[src/rtl/cksum_check.sv]
// cksum_check: reads a field from packet SRAM and verifies its 16-bit
// one's-complement Internet checksum. Read-only SRAM master.
//
// state  | meaning
// S_FREE | idle, waiting for start_i
// S_SUM  | issuing word reads and accumulating returned halfwords
// S_FOLD1| first carry fold of the 32-bit accumulator
// S_FOLD2| second fold, result and flags registered
// S_DONE | result held until start_i is released
module cksum_check #(
  parameter int unsigned MAX_LEN = 1500
) (
  input  logic        clk,
  input  logic        rst,
  input  logic        start_i,
  input  logic [31:0] field_start_i,
  input  logic [31:0] field_len_i,
  output logic        sram_ce_o,
  output logic        sram_we_o,
  output logic [31:0] sram_addr_o,
  output logic [3:0]  sram_sel_o,
  input  logic [31:0] sram_data_i,
  output logic        done_o,
  output logic        ok_o,
  output logic        err_o,
  output logic [15:0] sum_o
);

  typedef enum logic [2:0] {
    S_FREE  = 3'd0,
    S_SUM   = 3'd1,
    S_FOLD1 = 3'd2,
    S_FOLD2 = 3'd3,
    S_DONE  = 3'd4
  } state_t;

  state_t      state_q, state_d;
  logic [31:0] acc_q, acc_d;
  logic [31:0] addr_q, addr_d;
  logic [31:0] cnt_q, cnt_d;       // reads still to issue after the current one
  logic        first_q, first_d;   // read being issued now is the first word
  logic        s1_q, s1_d;         // field starts on the low halfword
  logic [1:0]  elo_q, elo_d;       // end address bits [1:0]
  logic        ce_q, ce_d;
  logic        p1_vld_q, p1_vld_d; // read issued last cycle; data arrives next cycle
  logic        p1_first_q, p1_first_d;
  logic        p1_last_q, p1_last_d;
  logic        done_q, done_d;
  logic        ok_q, ok_d;
  logic        err_q, err_d;
  logic [15:0] sum_q, sum_d;

  logic [31:0] end_addr;
  logic [31:0] word_cnt_m1;
  logic [15:0] hi_t, lo_t;
  logic [15:0] fold16;

  // Word count of the field, computed from the live request inputs
  always_comb begin
    end_addr    = field_start_i + field_len_i;
    word_cnt_m1 = ((end_addr - 32'd1) >> 2) - (field_start_i >> 2);
  end

  // Halfword masking of the returned word for partial first/last words
  always_comb begin
    hi_t = sram_data_i[31:16];
    lo_t = sram_data_i[15:0];
    if (p1_last_q) begin
      case (elo_q)
        2'd1: begin
          hi_t = {sram_data_i[31:24], 8'h00};
          lo_t = 16'h0000;
        end
        2'd2: lo_t = 16'h0000;
        2'd3: lo_t = {sram_data_i[15:8], 8'h00};
        default: ;
      endcase
    end
    if (p1_first_q && s1_q) hi_t = 16'h0000;
    fold16 = acc_q[31:16] + acc_q[15:0];
  end

  // Next-state and next-output logic
  always_comb begin
    state_d    = state_q;
    acc_d      = acc_q;
    addr_d     = addr_q;
    cnt_d      = cnt_q;
    first_d    = first_q;
    s1_d       = s1_q;
    elo_d      = elo_q;
    ce_d       = ce_q;
    p1_vld_d   = 1'b0;
    p1_first_d = 1'b0;
    p1_last_d  = 1'b0;
    done_d     = done_q;
    ok_d       = ok_q;
    err_d      = err_q;
    sum_d      = sum_q;
    case (state_q)
      S_FREE: begin
        if (start_i) begin
          acc_d = 32'd0;
          if (field_start_i[0] || (field_len_i > MAX_LEN)) begin
            err_d   = 1'b1;
            done_d  = 1'b1;
            ok_d    = 1'b0;
            sum_d   = 16'h0000;
            state_d = S_DONE;
          end else if (field_len_i == 32'd0) begin
            state_d = S_FOLD1;
          end else begin
            ce_d    = 1'b1;
            addr_d  = {field_start_i[31:2], 2'b00};
            cnt_d   = word_cnt_m1;
            first_d = 1'b1;
            s1_d    = field_start_i[1];
            elo_d   = end_addr[1:0];
            state_d = S_SUM;
          end
        end
      end
      S_SUM: begin
        p1_vld_d   = ce_q;
        p1_first_d = ce_q && first_q;
        p1_last_d  = ce_q && (cnt_q == 32'd0);
        first_d    = 1'b0;
        if (ce_q) begin
          if (cnt_q != 32'd0) begin
            addr_d = addr_q + 32'd4;
            cnt_d  = cnt_q - 32'd1;
          end else begin
            ce_d = 1'b0;
          end
        end
        if (p1_vld_q) begin
          acc_d = acc_q + {16'h0000, hi_t} + {16'h0000, lo_t};
          if (p1_last_q) state_d = S_FOLD1;
        end
      end
      S_FOLD1: begin
        acc_d   = {15'd0, {1'b0, acc_q[31:16]} + {1'b0, acc_q[15:0]}};
        state_d = S_FOLD2;
      end
      S_FOLD2: begin
        sum_d   = fold16;
        ok_d    = (fold16 == 16'hFFFF);
        done_d  = 1'b1;
        state_d = S_DONE;
      end
      S_DONE: begin
        if (!start_i) begin
          done_d  = 1'b0;
          ok_d    = 1'b0;
          err_d   = 1'b0;
          sum_d   = 16'h0000;
          state_d = S_FREE;
        end
      end
      default: begin
        ce_d    = 1'b0;
        done_d  = 1'b0;
        ok_d    = 1'b0;
        err_d   = 1'b0;
        sum_d   = 16'h0000;
        state_d = S_FREE;
      end
    endcase
  end

  // State and output registers with synchronous active-low reset
  always_ff @(posedge clk) begin
    if (!rst) begin
      state_q    <= S_FREE;
      acc_q      <= 32'd0;
      addr_q     <= 32'd0;
      cnt_q      <= 32'd0;
      first_q    <= 1'b0;
      s1_q       <= 1'b0;
      elo_q      <= 2'd0;
      ce_q       <= 1'b0;
      p1_vld_q   <= 1'b0;
      p1_first_q <= 1'b0;
      p1_last_q  <= 1'b0;
      done_q     <= 1'b0;
      ok_q       <= 1'b0;
      err_q      <= 1'b0;
      sum_q      <= 16'h0000;
    end else begin
      state_q    <= state_d;
      acc_q      <= acc_d;
      addr_q     <= addr_d;
      cnt_q      <= cnt_d;
      first_q    <= first_d;
      s1_q       <= s1_d;
      elo_q      <= elo_d;
      ce_q       <= ce_d;
      p1_vld_q   <= p1_vld_d;
      p1_first_q <= p1_first_d;
      p1_last_q  <= p1_last_d;
      done_q     <= done_d;
      ok_q       <= ok_d;
      err_q      <= err_d;
      sum_q      <= sum_d;
    end
  end

  assign sram_ce_o   = ce_q;
  assign sram_we_o   = 1'b0;
  assign sram_sel_o  = 4'b0000;
  assign sram_addr_o = addr_q;
  assign done_o      = done_q;
  assign ok_o        = ok_q;
  assign err_o       = err_q;
  assign sum_o       = sum_q;

endmodule

[config.mk]
export PLATFORM = sky130hd
export DESIGN_NAME = cksum_check
export DESIGN_NICKNAME = d
export VERILOG_FILES = /design/src/rtl/cksum_check.sv
export SDC_FILE = /design/constraint.sdc
export NUM_CORES = 1
export LEC_CHECK = 0
export CORE_MARGIN = 4
export CORE_UTILIZATION = 50
export DETAILED_ROUTE_END_ITERATION = 6
export GPL_ROUTABILITY_DRIVEN = 0
export HOLD_SLACK_MARGIN = 0.02
export PLACE_DENSITY = 0.79
export SLEW_MARGIN = 10
export SYNTH_ARGS = -nofsm -noshare
export SYNTH_HDL_FRONTEND = slang
export SYNTH_SLANG_ARGS = --single-unit
[constraint.sdc]
create_clock -name clk -period 8.9 [get_ports clk]
set_clock_uncertainty 0.05 [all_clocks]
set_input_delay 1.335 -clock clk [delete_from_list [all_inputs] [get_ports clk]]
set_output_delay 1.335 -clock clk [all_outputs]
set_load 0.1 [all_outputs]
# Yosys cells after proc, flatten, opt, wreduce, memory -nomap -nowiden
# Index checks and enable logic that the tools add are counted.
# word_totals
ff_bits,126
latch_bits,0
mem_bits_rw,0
rom_bits,0
input_bits,99
output_inout_bits,57
word_cells,116
memories,0
# classes
add_sub_neg,9
mul,0
n_div,0
order_cmp,1
n_eq_ne,17
shift,0
mux,46
n_bitwise,5
reduce_logical,23
# op_table
cell,n
two-way mux 32 bit,12
case mux 32 bit (2 select lines),2
case mux 32 bit (3 select lines),1
two-way mux 16 bit,5
adder 32 x 16 -> 32 bit,2
zero test 32 bit,2
case mux 16 bit (4 select lines),1
subtractor 32 x 1 -> 32 bit (second input constant),2
adder 32 x 3 -> 32 bit (second input constant),1
adder 32 bit,1
greater-than comparator 32 x 11 -> 1 bit (second input constant),1
case mux 16 bit (2 select lines),1
nonzero test 32 bit,1
subtractor 30 x 30 -> 31 bit,1
AND reduction 4 bit,6
!= test 2 bit (second input constant),9
adder 16 x 16 -> 17 bit,1
adder 16 bit,1
equality test 16 bit (second input constant),1
two-way mux 8 bit,2
two-way mux 3 bit,5
case mux 3 bit (5 select lines),1
two-way mux 1 bit,10
case mux 1 bit (4 select lines),2
other kinds (19),30

# Logic depth before layout (Yosys ltp)
# depth
word_depth,8
ltp_mapped,26
mapped_depth_nobuf,26

# Worst setup path after synthesis
# No wires, ideal clock.
# synth_timing
path_type,input to register
from,input field_start_i[0]
to,register cnt_q[30]
arrival_time_ps,6359
required_ps,8780
slack_ps,2421
path_stages,24
n_path_buf,0
path_cell_list,ha_1 -> inv_1 -> fa_1 -> nor2b_1 -> nor2b_1 -> o21ai_0 -> nor3_2 -> nand4bb_1 -> nor3_1 -> nand4b_1 -> nor4_1 -> o22ai_1 -> ha_1 -> nand3_1 -> nor2_1 -> nand2_1 -> a31oi_1 -> o41ai_1 -> nand2b_1 -> a21o_1 -> a211oi_1 -> o221ai_1 -> a211o_1 -> a21oi_1
# synth_via
elab_chain_len,7
elab_cells_between_ends,10
cone_classes,add/sub (3); eq/ne (1); mux (4); reduce/logical (2)
# synth_rtl
item,line_no,text
start: declaration,16,"input logic [31:0] field_start_i,"
adder 32 bit,60,end_addr = field_start_i + field_len_i;
subtractor 32 x 1 -> 32 bit,61,word_cnt_m1 = ((end_addr - 32'd1) >> 2) - (field_start_i >> 2);
subtractor 30 x 30 -> 31 bit,61,
two-way mux 32 bit,110,end else if (field_len_i == 32'd0) begin
two-way mux 32 bit,104,if (field_start_i[0] || (field_len_i > MAX_LEN)) begin
two-way mux 32 bit,102,if (start_i) begin
case mux 32 bit (2 select lines),100,case (state_q)
end signal: assignment,193,cnt_q <= cnt_d;
end: declaration,40,"logic [31:0] cnt_q, cnt_d;"
# Several ways; a longest one is shown, not always the timed one. The select of a mux whose other input is x is not followed.
# A chain may end at the register's enable or synchronous reset.

# Worst setup path in the final report
# layout_timing
from,input field_len_i[0]
to,register cnt_q[30]
# layout_via
elab_chain_len,7
elab_cells_between_ends,13
cone_classes,add/sub (3); order compare (1); eq/ne (2); mux (4); reduce/logical (3)
# layout_rtl
item,line_no,text
start: declaration,17,"input logic [31:0] field_len_i,"
adder 32 bit,60,
subtractor 32 x 1 -> 32 bit,61,
subtractor 30 x 30 -> 31 bit,61,
two-way mux 32 bit,110,
two-way mux 32 bit,104,
two-way mux 32 bit,102,
case mux 32 bit (2 select lines),100,
# Several ways; a longest one is shown, not always the timed one. The select of a mux whose other input is x is not followed.

==> impl.org <==
** STA
- Unrepaired setup endpoints after global routing :: no
- Measured against its own limit, the worst slew margin works out to about a third.
- Transition at the pin with the smallest max-transition slack :: 0.999 ns
- The hold violation count in the final report is 0.
- Timing would allow up to between 100 and 150 MHz.
- Hold slack final :: between 0.4 and 0.5 ns
- Total Neg Setup Slack :: 0 ns
- Total count of max-transition violations in the final report :: 0
- Counting I/O delays and the setup requirement, the final critical path takes about 7.6 ns.
- Of the available clock period, the critical path in the final layout requires between 80% and 90%.
- Setup violations remaining at the end of the flow were counted as 0.

** Synthesis
- Synth Area in Compound Gates :: between 20% and 30%
- Asr flop ratio synth :: 0%
- Yosys warnings :: 0
- The portion of synthesized area spent on multiplexers is less than 1%.
- Largest family of logic cells by synthesized area :: compound AO/OA/AOI/OAI gates
- Fraction of the mapped netlist area in adder cells :: between 10% and 20%
- The average instance in the mapped netlist occupies 7.44 um2.
- Number of synthesized flops with an enable pin :: 0
- The netlist uses 84 different library cells.
- Among all flip-flop cells after synthesis, the most frequent one is dfxtp_1.
- Share of the yosys chip area belonging to registers :: roughly 21%
- Basic-gate share of the synthesized area counting and, or, nand and nor cells :: between 20% and 30%
- Synthesis inferred approximately 120 register bits.
- Xor-xnor portion of the synthesized cell area :: under 10%
- Combined area of all synthesized cells :: 12,100 um2
- In the synthesized netlist, the number of instances is between 1,500 and 2,000.

** GRT
- Pin count of the biggest net entering global routing :: 94
- The initial antenna violation count is 0.
- Via count of the first global-routing pass :: 12,000
- The first global-routing pass estimated approximately 57 mm of wire.
- Global routing used roughly a quarter of the available tracks.
- Overall overflow remaining after global route :: 0

** Floorplanning
- The floorplan step set the die width to roughly 160 um.
- The initial utilization of the core area, before any placement, comes to 51.1%.
- DIE AREA :: roughly 27,000 um2
- Placeable core region :: between 20,000 and 25,000 um2
- The initialized floorplan defines 56 standard-cell rows.
- Die extent in y :: around 160 um
- 156 I/O pins were placed.

** Route
- Number of violations reported at the end of detailed-routing iteration 0 :: between 1,000 and 1,500
- Total number of vias :: approximately 13,000
- In the final routed layout, each cell accounts on average for 16.8 um.
- The detail route stage leaves a number of antenna-violating nets equal to 0.
- The first detailed-routing pass took 5 iterations.
- In the routed layout, each cell is associated on average with a via count of between 6 and 7.
- After detailed routing, the number of remaining DRC violations is 0.
- Detailed-route wire length :: 34.6 mm

** Setup path
- By startpoint and endpoint, the worst setup path is classified as in2reg.
- For the worst setup path, the data arrival time is just under 8 ns.
- Crit path launch type :: input port
- Required time worst endpoint :: between 9 and 10 ns
- The worst register-to-register path has a setup slack of about 3.8 ns.
- Endpoint type of the worst setup path :: register
- Launch point of the worst reg-to-reg path :: elo_q[1]
- Reg2reg end :: acc_q[28]
- For the worst flop-to-flop path, the logic depth is 16.
- Crit path max fanout :: 6

** Layout
- Compared with the post-synthesis result, the final layout area differs by 18.3%.
- Count of placed standard cells in the final layout, fillers left out :: 2,064
- Share of layout cells above drive strength 1 :: between 4 and 5%
- In the final design database the tool counted approximately 1,900 nets.
- Antenna Cells :: 0

** Clocking
- CTS max path bufs :: 2
- For this design, the sink count on the clock tree is approximately 120.
- After clock tree synthesis, the clock-pin slew on the worst setup and hold paths is 0.06 ns.
- At the later pin of the worst-skew pair, clock insertion delay measures 0.43 ns.
- Number of buffers inserted during clock tree synthesis :: 17
- Deepest level of the CTS H-tree :: 4
- After clock tree synthesis, the flow added hold-fix buffers numbering 0.
- Resize count post-CTS :: 0
- The number of setup buffers added after CTS is 0.
- TritonCTS built the clock tree.
- The tree is rooted in a clkbuf_16.

** Job
- Max-cap violation count :: 0

** Power
- Dividing total power by cell area gives a power density of about 140 nW/um2.
- The analysis attributes to cell leakage a power of roughly 0.0059 uW.
- Worst supply voltage drop on vdd :: just over 0.1 mV

** Min path
- Along the worst hold path, the cell count comes to 2.
- The startpoint identified for the worst hold timing path is done_o.
- The worst hold path terminates at done_o.
- The min-delay analysis places its worst path in the category reg2reg.

** Run status
- Outcome :: complete, no violations

** Place
- The count of buffers added on input and output ports is approximately 150.
- Post-detailed-placement half-perimeter wirelength :: 25.6 mm
- Including well taps, the total number of placed cells is 2,032.
==> synthesized netlist by cell type, types with 20 or more instances <==
cell,number,area (um2)
fa_1,20,400
dfxtp_1,124,2480
ha_1,95,1190
nor2_1,196,736
a211oi_1,33,248
xor2_1,41,359
clkbuf_1,62,233
a22oi_1,36,270
o21ai_0,114,571
a21oi_1,143,716
nor3_1,40,200
a21o_1,44,330
and3_1,34,213
nand2_1,107,402
nand3_1,60,300
inv_1,75,282
xnor2_1,74,648
nand4_1,21,131
and2_1,35,219
==> critical path, cell delays in order <==
cell and delay, ns:
clkdlybuf4s50_1 0.52, ha_1 0.22, inv_1 0.07, fa_1 0.50, nor2b_1 0.20, nor2b_1 0.17
o21ai_0 0.21, nor3_2 0.36, nand4bb_1 0.26, nor3_1 0.43, nand4b_1 0.31, nor4_1 0.33
o22ai_1 0.14, ha_1 0.36, nand3_1 0.16, nor2_1 0.07, nand2_1 0.06, a31oi_1 0.04
o41ai_1 0.40, nand2b_1 0.14, a21o_1 0.22, a211oi_1 0.58, o221ai_1 0.25, a211o_1 0.35
a21oi_1 0.15
==> cell usage in the layout (no fill, tap or decap), types with 14 or more instances in the layout <==
| cell type | instances |
|---|---|
| nor2_1 | 195 |
| clkdlybuf4s50_1 | 148 |
| a21oi_1 | 142 |
| dfxtp_1 | 124 |
| o21ai_0 | 114 |
| nand2_1 | 107 |
| ha_1 | 95 |
| xnor2_1 | 74 |
| inv_1 | 74 |
| nand3_1 | 60 |
| a21o_1 | 44 |
| xor2_1 | 41 |
| nor3_1 | 40 |
| a22oi_1 | 36 |
| and2_1 | 35 |
| and3_1 | 34 |
| a211oi_1 | 33 |
| nand4_1 | 21 |
| fa_1 | 20 |
| nor2b_1 | 19 |
| o22ai_1 | 19 |
| a31oi_1 | 18 |
| nor4_1 | 17 |
| clkbuf_16 | 17 |
| o21a_1 | 14 |
| nand2b_1 | 14 |
==> cell families (layout without fill, tap and decap cells) <==
group	Yosys count	after routing
other	1	7
multiplexers	4	4
AND/OR/NAND/NOR	598	598
adder cells (fa/ha/maj)	115	115
AO/OA/AOI/OAI	517	517
buffers and inverters	154	265
flip-flops	124	124
XOR/XNOR	115	115
==> worst max-delay path by stage <==
| stage | cells past startpoint | endpoint | start | slack [ns] |
|---|---|---|---|---|
| finish | 25 | cnt_q[30] | field_len_i[0] | 1.35 |
| global route | 25 | cnt_q[30] | field_len_i[0] | 0.67 |
| CTS | 25 | cnt_q[30] | field_len_i[0] | 1.37 |
| detailed placement | 25 | cnt_q[30] | field_len_i[0] | 1.04 |
| global placement | 25 | cnt_q[30] | field_len_i[0] | 1.33 |
| floorplan | 24 | cnt_q[30] | field_start_i[0] | 2.42 |
==> where the power goes <==
group / switching, uW / internal, uW
Sequential: 7.81 / 561
Clock: 311 / 396
Combinational: 450 / 343
==> routing by layer <==
layer / GRT usage, % / wire (um)
met5: 0 / 0
met4: 9.61 / 807
met3: 3.38 / 2370
met2: 42.4 / 16100
met1: 33.3 / 15400
==> per-stage QoR <==
stage                     cell area (um2)  setup slack (ns)  total power, uW  util [%]
after global placement              13700              1.33             1340      58.0
after detailed placement            13700              1.04             1360      58.0
after global routing                14300             0.672             2180      60.5
after CTS                           14300              1.37             2060      60.5
final                               14300              1.35             2070      60.5
after floorplan                     12100              2.42             1180         -
==> layout make-up <==
class	instances	area (um2)
Sequential cell	124	2480
Timing Repair Buffer	158	1560
Inverter	75	282
Multi-Input combinational cell	1356	9020
Fill cell	2152	9360
Clock buffer	17	425
Tap cell	319	399
Clock inverter	15	153
==> sequential cells by signal, summed over array words and instances, names as in the netlist, 2 cells and up <==
name and cells:
cnt_q 32, elo_q 2, state_q 3, acc_q 32, sum_o 16, sram_addr_o 30
Power figures use the tool's default switching activity.
